<file path="src/rtl/prog_clk_div_pkg.sv">
// Shared types and defaults for the programmable clock divider.
// PCD_RELOAD_SYNC_EN defers reloads to the channel's terminal count.
package prog_clk_div_pkg;

  localparam int unsigned PCD_WIDTH    = 32;
  localparam logic [31:0] PCD_RST_HALF = 32'd20000000;

  typedef enum logic [1:0] {
    S_RUN   = 2'd0,
    S_DRAIN = 2'd1,
    S_PARK  = 2'd2
  } pcd_state_t;

endpackage

</file>
<file path="src/rtl/pcd_chan.sv">
// One divider channel: half-period counter, toggle flop, reload port.
// PCD_RELOAD_SYNC_EN holds a reload as pending until terminal count.
module pcd_chan
  import prog_clk_div_pkg::*;
#(
  parameter int unsigned      WIDTH    = PCD_WIDTH,
  parameter logic [WIDTH-1:0] RST_HALF = '0
) (
  input  logic             clk,
  input  logic             rst,
  input  logic             load,
  input  logic [WIDTH-1:0] load_half,
`ifdef PCD_RELOAD_SYNC_EN
  output logic             pend,
`endif
  output logic             div
);

  logic [WIDTH-1:0] cnt;
  logic [WIDTH-1:0] half;
  logic             tc;

  assign tc = (cnt == half);

`ifdef PCD_RELOAD_SYNC_EN
  logic [WIDTH-1:0] pend_half;

  // New half applies only at terminal count, so the running half completes.
  always_ff @(posedge clk) begin
    if (rst) begin
      cnt       <= '0;
      half      <= RST_HALF;
      div       <= 1'b0;
      pend      <= 1'b0;
      pend_half <= '0;
    end else begin
      if (load) begin
        pend      <= 1'b1;
        pend_half <= load_half;
      end
      if (tc) begin
        cnt <= '0;
        div <= ~div;
        if (pend) begin
          half <= pend_half;
          pend <= 1'b0;
        end
      end else begin
        cnt <= cnt + WIDTH'(1);
      end
    end
  end
`else
  always_ff @(posedge clk) begin
    if (rst) begin
      cnt  <= '0;
      half <= RST_HALF;
      div  <= 1'b0;
    end else if (load) begin
      half <= load_half;
      cnt  <= '0;
    end else if (tc) begin
      cnt <= '0;
      div <= ~div;
    end else begin
      cnt <= cnt + WIDTH'(1);
    end
  end
`endif

endmodule

</file>
<file path="src/rtl/prog_clk_div.sv">
// Multi-channel programmable divider with glitch-free output select.
// PCD_RELOAD_SYNC_EN: reloads wait for the channel's terminal count.
module prog_clk_div
  import prog_clk_div_pkg::*;
#(
  parameter int          NCH      = 4,
  parameter int unsigned WIDTH    = PCD_WIDTH,
  parameter logic [31:0] RST_HALF = PCD_RST_HALF
) (
  input  logic                   clk,
  input  logic                   rst,
  input  logic [$clog2(NCH)-1:0] sel,
  input  logic                   load_valid,
  input  logic [$clog2(NCH)-1:0] load_ch,
  input  logic [WIDTH-1:0]       load_half,
  output logic                   load_ready,
  output logic [NCH-1:0]         div_o,
  output logic                   clk_o,
  output logic [$clog2(NCH)-1:0] active_sel,
  output logic                   busy,
  output logic                   err
);

  localparam int SW = $clog2(NCH);

  pcd_state_t    state;
  logic [SW-1:0] target;
  logic          sel_ok;
  logic          ld_ok;
  logic          acc;

  assign sel_ok = 32'(sel) < 32'(NCH);
  assign ld_ok  = 32'(load_ch) < 32'(NCH);
  assign acc    = load_valid && load_ready;

`ifdef PCD_RELOAD_SYNC_EN
  logic [NCH-1:0] pend;
  assign load_ready = ~|pend;
`else
  assign load_ready = 1'b1;
`endif

  for (genvar k = 0; k < NCH; k++) begin : g_ch
    pcd_chan #(
      .WIDTH    (WIDTH),
      .RST_HALF (WIDTH'(RST_HALF))
    ) u_ch (
      .clk       (clk),
      .rst       (rst),
      .load      (acc && ld_ok && (32'(load_ch) == 32'(k))),
      .load_half (load_half),
`ifdef PCD_RELOAD_SYNC_EN
      .pend      (pend[k]),
`endif
      .div       (div_o[k])
    );
  end

  // Old channel must finish its high phase, new one must be low before use.
  always_ff @(posedge clk) begin
    if (rst) begin
      state      <= S_RUN;
      active_sel <= '0;
      target     <= '0;
      busy       <= 1'b0;
      clk_o      <= 1'b0;
      err        <= 1'b0;
    end else begin
      err <= (acc && !ld_ok) || (state == S_RUN && !sel_ok);
      unique case (state)
        S_RUN: begin
          clk_o <= div_o[active_sel];
          if (sel_ok && sel != active_sel) begin
            target <= sel;
            busy   <= 1'b1;
            state  <= S_DRAIN;
          end
        end
        S_DRAIN: begin
          clk_o <= div_o[active_sel];
          if (!div_o[active_sel]) state <= S_PARK;
        end
        S_PARK: begin
          clk_o <= 1'b0;
          if (!div_o[target]) begin
            active_sel <= target;
            busy       <= 1'b0;
            state      <= S_RUN;
          end
        end
        default: state <= S_RUN;
      endcase
    end
  end

endmodule

</file>
<file path="config.mk">
export PLATFORM = sky130hd
export DESIGN_NAME = prog_clk_div
export DESIGN_NICKNAME = d
export VERILOG_FILES = /design/src/rtl/prog_clk_div_pkg.sv /design/src/rtl/pcd_chan.sv /design/src/rtl/prog_clk_div.sv
export SDC_FILE = /design/constraint.sdc
export NUM_CORES = 1
export LEC_CHECK = 0
export BUFFER_PORTS_ARGS = -buffer_cell sky130_fd_sc_hd__buf_4
export CAP_MARGIN = 20
export CORE_ASPECT_RATIO = 1.2
export CORE_MARGIN = 2
export CORE_UTILIZATION = 45
export CTS_BUF_LIST = sky130_fd_sc_hd__clkbuf_2 sky130_fd_sc_hd__clkbuf_4 sky130_fd_sc_hd__clkbuf_8
export CTS_CLUSTER_DIAMETER = 120
export DETAILED_ROUTE_END_ITERATION = 7
export MAX_ROUTING_LAYER = met4
export SYNTH_ARGS = -nofsm -noshare
export SYNTH_HDL_FRONTEND = slang
export SYNTH_SLANG_ARGS = --single-unit
</file>
<file path="constraint.sdc">
create_clock -name clk -period 3.6 [get_ports clk]
set_input_delay 0.36 -clock clk [delete_from_list [all_inputs] [get_ports clk]]
set_output_delay 0.36 -clock clk [all_outputs]
set_load 0.02 [all_outputs]
</file>
==> run metrics, run 1 <==
CTS Buf Count=45; combinational family with the most area after synthesis=simple AND/OR/NAND/NOR gates; Initial Utilization=45.7%; Final Net Count=1,500; Critical Path RT=4.02 ns; first-pass GRT wire length=49,100 um; WL final=30,900 um; WP buf/inv=0; ys flop type=dfxtp_1; post-synthesis sequential area ratio=44.7%; r2r endpoint=g_ch[3].u_ch.cnt[22]$_SDFF_PP0_; Final Setup Violations=0; top-area cell type share of the netlist area=44.7%; post-synthesis xor/xnor area fraction=18.2%; Yosys reg bits=268; status=completed; Reg2Reg Depth=6; vias in the first global route=9,187; synth warn=0; achievable clock frequency=432 MHz; P&R area growth vs syn=11.9%; Ports=49; via count=9,496; placed cells=1,745; pin slew with the least headroom to its limit=0.995 ns; most common cell after layout, fill and taps aside=nand2_1; Hold Crit Endpoint=target[0]$_SDFFE_PP0P_; Compound-Gate Fraction of Synth Area=4.80%; Synthesized Nets=1,479; latest clock arrival within the worst-skew pair=0.56 ns; Die Y=183 um; Core ar.=26,300 sq um; number of synthesized flops with an enable pin=0; Mapped Area=12,000 sq um; Non-Filler Instances=1,823; critical path type=flop to flop; Site Rows=65; Synth area leader=dfxtp_1; CTS tree=done; Gate Count Post-Synth=1,436; hold path depth=3; Post-CTS Resized=0; WL/cell=17.0 um; I/O Buffers=46; Reg2Reg Setup Slack=1.29 ns; routability cong.=0.844; initial DRC count=663; pwr dens=463 nW/um^2; most frequent cells in the layout=291 x nand2_1, 268 x dfxtp_1, 180 x xor2_1; DP Wirelength=21,100 um; ys async rst share=0%; Hold Worst Slack=0.0630 ns; clk slew on worst S/H paths=0.06 ns; DRC Markers=0; worst clock skew=0.0182 ns; total gr overflow=0; Period minus WS final=2.31 ns; total of max-cap violations=0; initial antenna violation count=2; Routed Antenna Nets=0; largest net degree at the start of global routing=70; syn avg cell area=8.36 sq um; ratio of cells with drive above 1 in the final layout=10.7%; Pre-antenna DRT Iters=5; Final Hold Fails=0; CP Cell Sequence=ha_1 > nand3_1 > nor4_2 > nand4_1 > xor2_1 > nor2_1; FILL cells=2,557; final design utilization=51.1%; largest cells by area after synthesis=dfxtp_1 45%, xor2_1 13%, nand2_1 9.1%; relative slew slack=33.1%; Crit. End Element=flop; Sum Neg Setup Slack=0 ns; Vias/cell=5.21; DIE WIDTH=153 um; Final Max Slew Viols=0; post-synthesis mux area share=0.709%; GRT Total Usage=22.7%; CTS Hold Bufs=0; HP Start=sel[0]; clk sinks=268; Critical Path Fanout Max=9; Synth Area in Adders=0.417%; slowest cell on the critical path=nor4_2; Post-Synth Simple-Gate Area=27.4%; root buffer cell=clkbuf_8; clock buffer depth=3; H-tree lvl count=2; Worst EP arrival=2.73 ns; worst hold path class=primary input to flop; number of unique standard cell types used by synthesis=41; DIE AREA=28,000 sq um; Leak=5.33 nW; RSZ-0062 raised after global routing=no; Peak VDD IR=0.223 mV; worst r2r src=g_ch[3].u_ch.cnt[0]$_SDFF_PP0_; CP peak stage delay=0.93 ns; number of post-CTS setup repair buffers=0; final period utilization=64.2%; Critical Path Source Type=flop; critical path's top delay family=simple AND/OR/NAND/NOR gates
## sequential cells by signal (all words and copies together), names as in the netlist
signal          count
g_ch.u_ch.half    128
g_ch.u_ch.div       4
busy                1
state               2
target              2
active_sel          2
clk_o               1
g_ch.u_ch.cnt     128
## cells by family (layout without fill, tap and decap cells)
kind of cell | count (synthesis) | count (layout)
flip-flops | 268 | 268
buffers and inverters | 105 | 155
AND/OR/NAND/NOR | 689 | 689
other | 2 | 4
AO/OA/AOI/OAI | 112 | 112
multiplexers | 6 | 6
adder cells (fa/ha/maj) | 4 | 4
XOR/XNOR | 250 | 250
## where the power goes
part | switching [mW] | internal, mW | total, mW
clock | 1.18 | 1.56 | 2.75
combinational | 0.241 | 0.137 | 0.379
sequential | 0.0609 | 3.04 | 3.10
## layer usage
layer | vias to the layer above | global-route usage [%] | share of wire (%)
li1 | 4771 | - | -
met4 | 0 | 8.44 | 3.0
met2 | 193 | 36.2 | 47
met1 | 4479 | 28.4 | 45
met5 | - | - | 0
met3 | 53 | 4.80 | 4.7
## synth_stat cells (14+ instances only)
master	n
a21oi_1	102
and3_1	14
clkbuf_1	67
dfxtp_1	268
inv_1	21
nand2_1	291
nand3_1	40
nand3b_1	34
nand4_1	33
nor2_1	159
nor3_1	25
nor4_1	46
xnor2_1	70
xor2_1	180
## worst max path at each step
stage          slack [ns]                           start  cells after the start                               to
2_1_floorplan        1.73  g_ch[3].u_ch.cnt[0]$_SDFF_PP0_                      6  g_ch[3].u_ch.cnt[22]$_SDFF_PP0_
3_3_place_gp         1.33  g_ch[3].u_ch.cnt[0]$_SDFF_PP0_                      6  g_ch[3].u_ch.cnt[22]$_SDFF_PP0_
3_5_place_dp         1.30  g_ch[3].u_ch.cnt[0]$_SDFF_PP0_                      6  g_ch[3].u_ch.cnt[22]$_SDFF_PP0_
4_1_cts              1.27  g_ch[3].u_ch.cnt[0]$_SDFF_PP0_                      6  g_ch[3].u_ch.cnt[22]$_SDFF_PP0_
5_1_grt              1.02  g_ch[3].u_ch.cnt[0]$_SDFF_PP0_                      6  g_ch[3].u_ch.cnt[28]$_SDFF_PP0_
6_report             1.29  g_ch[3].u_ch.cnt[0]$_SDFF_PP0_                      6  g_ch[3].u_ch.cnt[22]$_SDFF_PP0_
## per-stage QoR
step	area [sq um]	power, mW	setup WS [ns]
global route	13400	6.47	1.02
CTS	13400	6.30	1.27
floorplan	12000	3.38	1.73
global placement	12500	3.54	1.33
detailed placement	12500	3.54	1.30
finish	13400	6.23	1.29
## final cells by class
cell class / instances / area [sq um] / area share [%]
clock buffer: 73 / 898 / 6.69
timing repair buffer: 58 / 435 / 3.24
clock inverter: 3 / 17.5 / 0.130
sequential: 268 / 5370 / 39.9
inverter: 21 / 78.8 / 0.587
multi-input combinational: 1063 / 6220 / 46.3
antenna: 2 / 5.00 / 0.0373
tap: 335 / 419 / 3.12
## worst reg2reg max path, stage by stage, from the launching register on
cell and delay (ns):
dfxtp_1 0.39, ha_1 0.21, nand3_1 0.21, nor4_2 0.93, nand4_1 0.22, xor2_1 0.18
nor2_1 0.05
Note: power is estimated with default switching activity, not from simulation.
==> run 2: changes to the inputs <==
clock period = 2 ns   (was 3.6 ns; I/O delays follow)
==> run metrics, run 2 (synthesis gave the netlist of run 1 again) <==
status=completed; root buffer cell=clkbuf_8; initial antenna violation count=0 (-2); achievable clock frequency=533 MHz (+23%); clock power share=45.7% (+1.6 points); Leak=5.84 nW (+9.6%); Pre-antenna DRT Iters=5 (unchanged); Non-Filler Instances=1,917 (+5.2%); CP Cell Sequence=ha_2 > nand2_1 > or3_1 > buf_4 > nor4_2 > xnor2_1 > nor2_1; pwr dens=815 nW/um^2 (+76%); Initial Utilization=45.7% (unchanged); H-tree lvl count=2 (unchanged); Crit. End Element=flop; Critical Path RT=2.44 ns (-1.58 ns); clock buffer depth=3 (unchanged); CTS tree=done; WL/cell=17.0 um (about the same); most common cell after layout, fill and taps aside=nand2_1; largest net degree at the start of global routing=42 (-40%); Period minus WS final=1.88 ns (-0.436 ns); WL final=32,500 um (+5.1%); final design utilization=54.6% (+3.5 points); total gr overflow=0 (unchanged); Final Max Slew Viols=0 (unchanged); worst clock skew=0.0205 ns (+0.00225 ns); CP peak stage delay=0.42 ns (-0.51 ns); Critical Path Fanout Max=7 (-2); DIE AREA=28,000 sq um (unchanged); DP Wirelength=22,600 um (+6.7%); Register Area=5370 sq um (about the same); placed cells=1,800 (+3.2%); Ports=49 (unchanged); Vias/cell=5.17 (-0.69%); Reg2Reg Setup Slack=0.12 ns (-1.16 ns); Sum Neg Setup Slack=0 ns (unchanged); RSZ-0062 raised after global routing=no; Die Y=183 um (unchanged); Core ar.=26,300 sq um (unchanged); Final Hold Fails=0 (unchanged); worst r2r src=g_ch[1].u_ch.cnt[1]$_SDFF_PP0_; clk slew on worst S/H paths=0.06 ns (about the same); P&R area growth vs syn=19.6%; number of post-CTS setup repair buffers=0 (unchanged); first-pass GRT wire length=51,700 um (+5.3%); switching share of power=23.7% (-0.17 points); Final Setup Violations=0 (unchanged); Sw Pwr=2.77 mW (+87%); relative slew slack=54.0% (+21 points); internal power=8.93 mW (+88%); slowest cell on the critical path=or3_1; Worst EP arrival=2.31 ns (-0.42 ns); Top Registers=g_ch.u_ch.cnt x128, g_ch.u_ch.half x128, g_ch.u_ch.div x4; post-route cell area=14,400 sq um (+6.8%); area of the multi-input gates=6250 sq um (+0.52%); total of max-cap violations=0 (unchanged); pin slew with the least headroom to its limit=0.690 ns (-0.305 ns); initial DRC count=582 (-12%); Routed Antenna Nets=0 (unchanged); latest clock arrival within the worst-skew pair=0.55 ns (about the same); CP startpoint=g_ch[1].u_ch.cnt[1]$_SDFF_PP0_; GRT Total Usage=23.8% (+1.1 points); CTS Buf Count=45 (unchanged); I/O Buffers=46 (unchanged); vias in the first global route=9,605 (+4.5%); clk sinks=268 (unchanged); most frequent cells in the layout=291 x nand2_1, 264 x dfxtp_1, 180 x xor2_1; final period utilization=93.8% (+30 points); Critical Path Source Type=flop; ratio of cells with drive above 1 in the final layout=14.5% (+3.8 points); DIE WIDTH=153 um (unchanged); critical path type=flop to flop; ant diodes=0 (-2); Peak VDD IR=0.610 mV (+170%); HP Start=rst; FILL cells=2,496 (-2.4%); routability cong.=0.816 (-3.3%); DP Area=13,000 sq um (+3.6%); DRC Markers=0 (unchanged); worst hold path class=primary input to flop; Site Rows=65 (unchanged); Final Net Count=1,589 (+5.9%); via count=9,917 (+4.4%); sequential share of power=47.7% (-2.1 points); Logic pwr share=6.6% (+0.5 points)
==> run 2: critical path: cells and delay by family, from the launching register on <==
family | cells | cell delay, ns
fa+ha+maj | 1 | 0.22
buf+inv | 1 | 0.20
xor+xnor | 1 | 0.15
flops | 1 | 0.37
simple gates | 4 | 0.83
==> run 2: stage by stage <==
step                      hold slack (ns)  setup WS, ns  total power, mW
after floorplan                     0.321         0.131             6.08
after global placement              0.453         0.125             6.40
after detailed placement            0.458        0.0814             6.41
after CTS                          0.0745        0.0439             11.8
after global routing               0.0897       0.00317             12.1
final                              0.0815         0.123             11.7
==> run 2: layout make-up <==
type / count / share of cell area [%]
Clock inverter: 9 / 0.680
Timing Repair Buffer: 147 / 8.54
Multi-Input combinational cell: 1063 / 43.5
Inverter: 21 / 0.549
Tap cell: 335 / 2.92
Clock buffer: 74 / 6.36
Sequential cell: 268 / 37.4
==> run 2: worst paths after layout <==
kind	cells past startpoint	to
max	7	g_ch[1].u_ch.cnt[30]$_SDFF_PP0_
min	2	target[0]$_SDFFE_PP0P_
max reg2reg	7	g_ch[1].u_ch.cnt[30]$_SDFF_PP0_
min reg2reg	1	g_ch[1].u_ch.cnt[0]$_SDFF_PP0_
==> run 2: routing by layer <==
layer / wire (um) / vias to the layer above / track usage (%)
met5: 0 / - / -
met4: 708 / 0 / 6.52
met3: 1560 / 45 / 2.91
met2: 15900 / 214 / 40.3
met1: 14400 / 4701 / 30.1
li1: - / 4957 / -
==> run 2: power by group through the flow <==
stage | combinational (mW) | clock [mW] | sequential (mW)
2_1_floorplan | 0.413 | 0 | 5.67
3_3_place_gp | 0.705 | 0 | 5.69
3_5_place_dp | 0.711 | 0 | 5.70
4_1_cts | 0.768 | 5.45 | 5.58
5_1_grt | 0.843 | 5.70 | 5.59
6_report | 0.775 | 5.35 | 5.58
==> run 2: what timing repair did <==
| item | 4_1_cts | 5_1_grt |
|---|---|---|
| endpoints found under the setup margin | 0 | 13 |
| resized for setup | 0 | 10 |
| hold buffers | 34 | 0 |
| hold endpoints to repair | 129 | 0 |
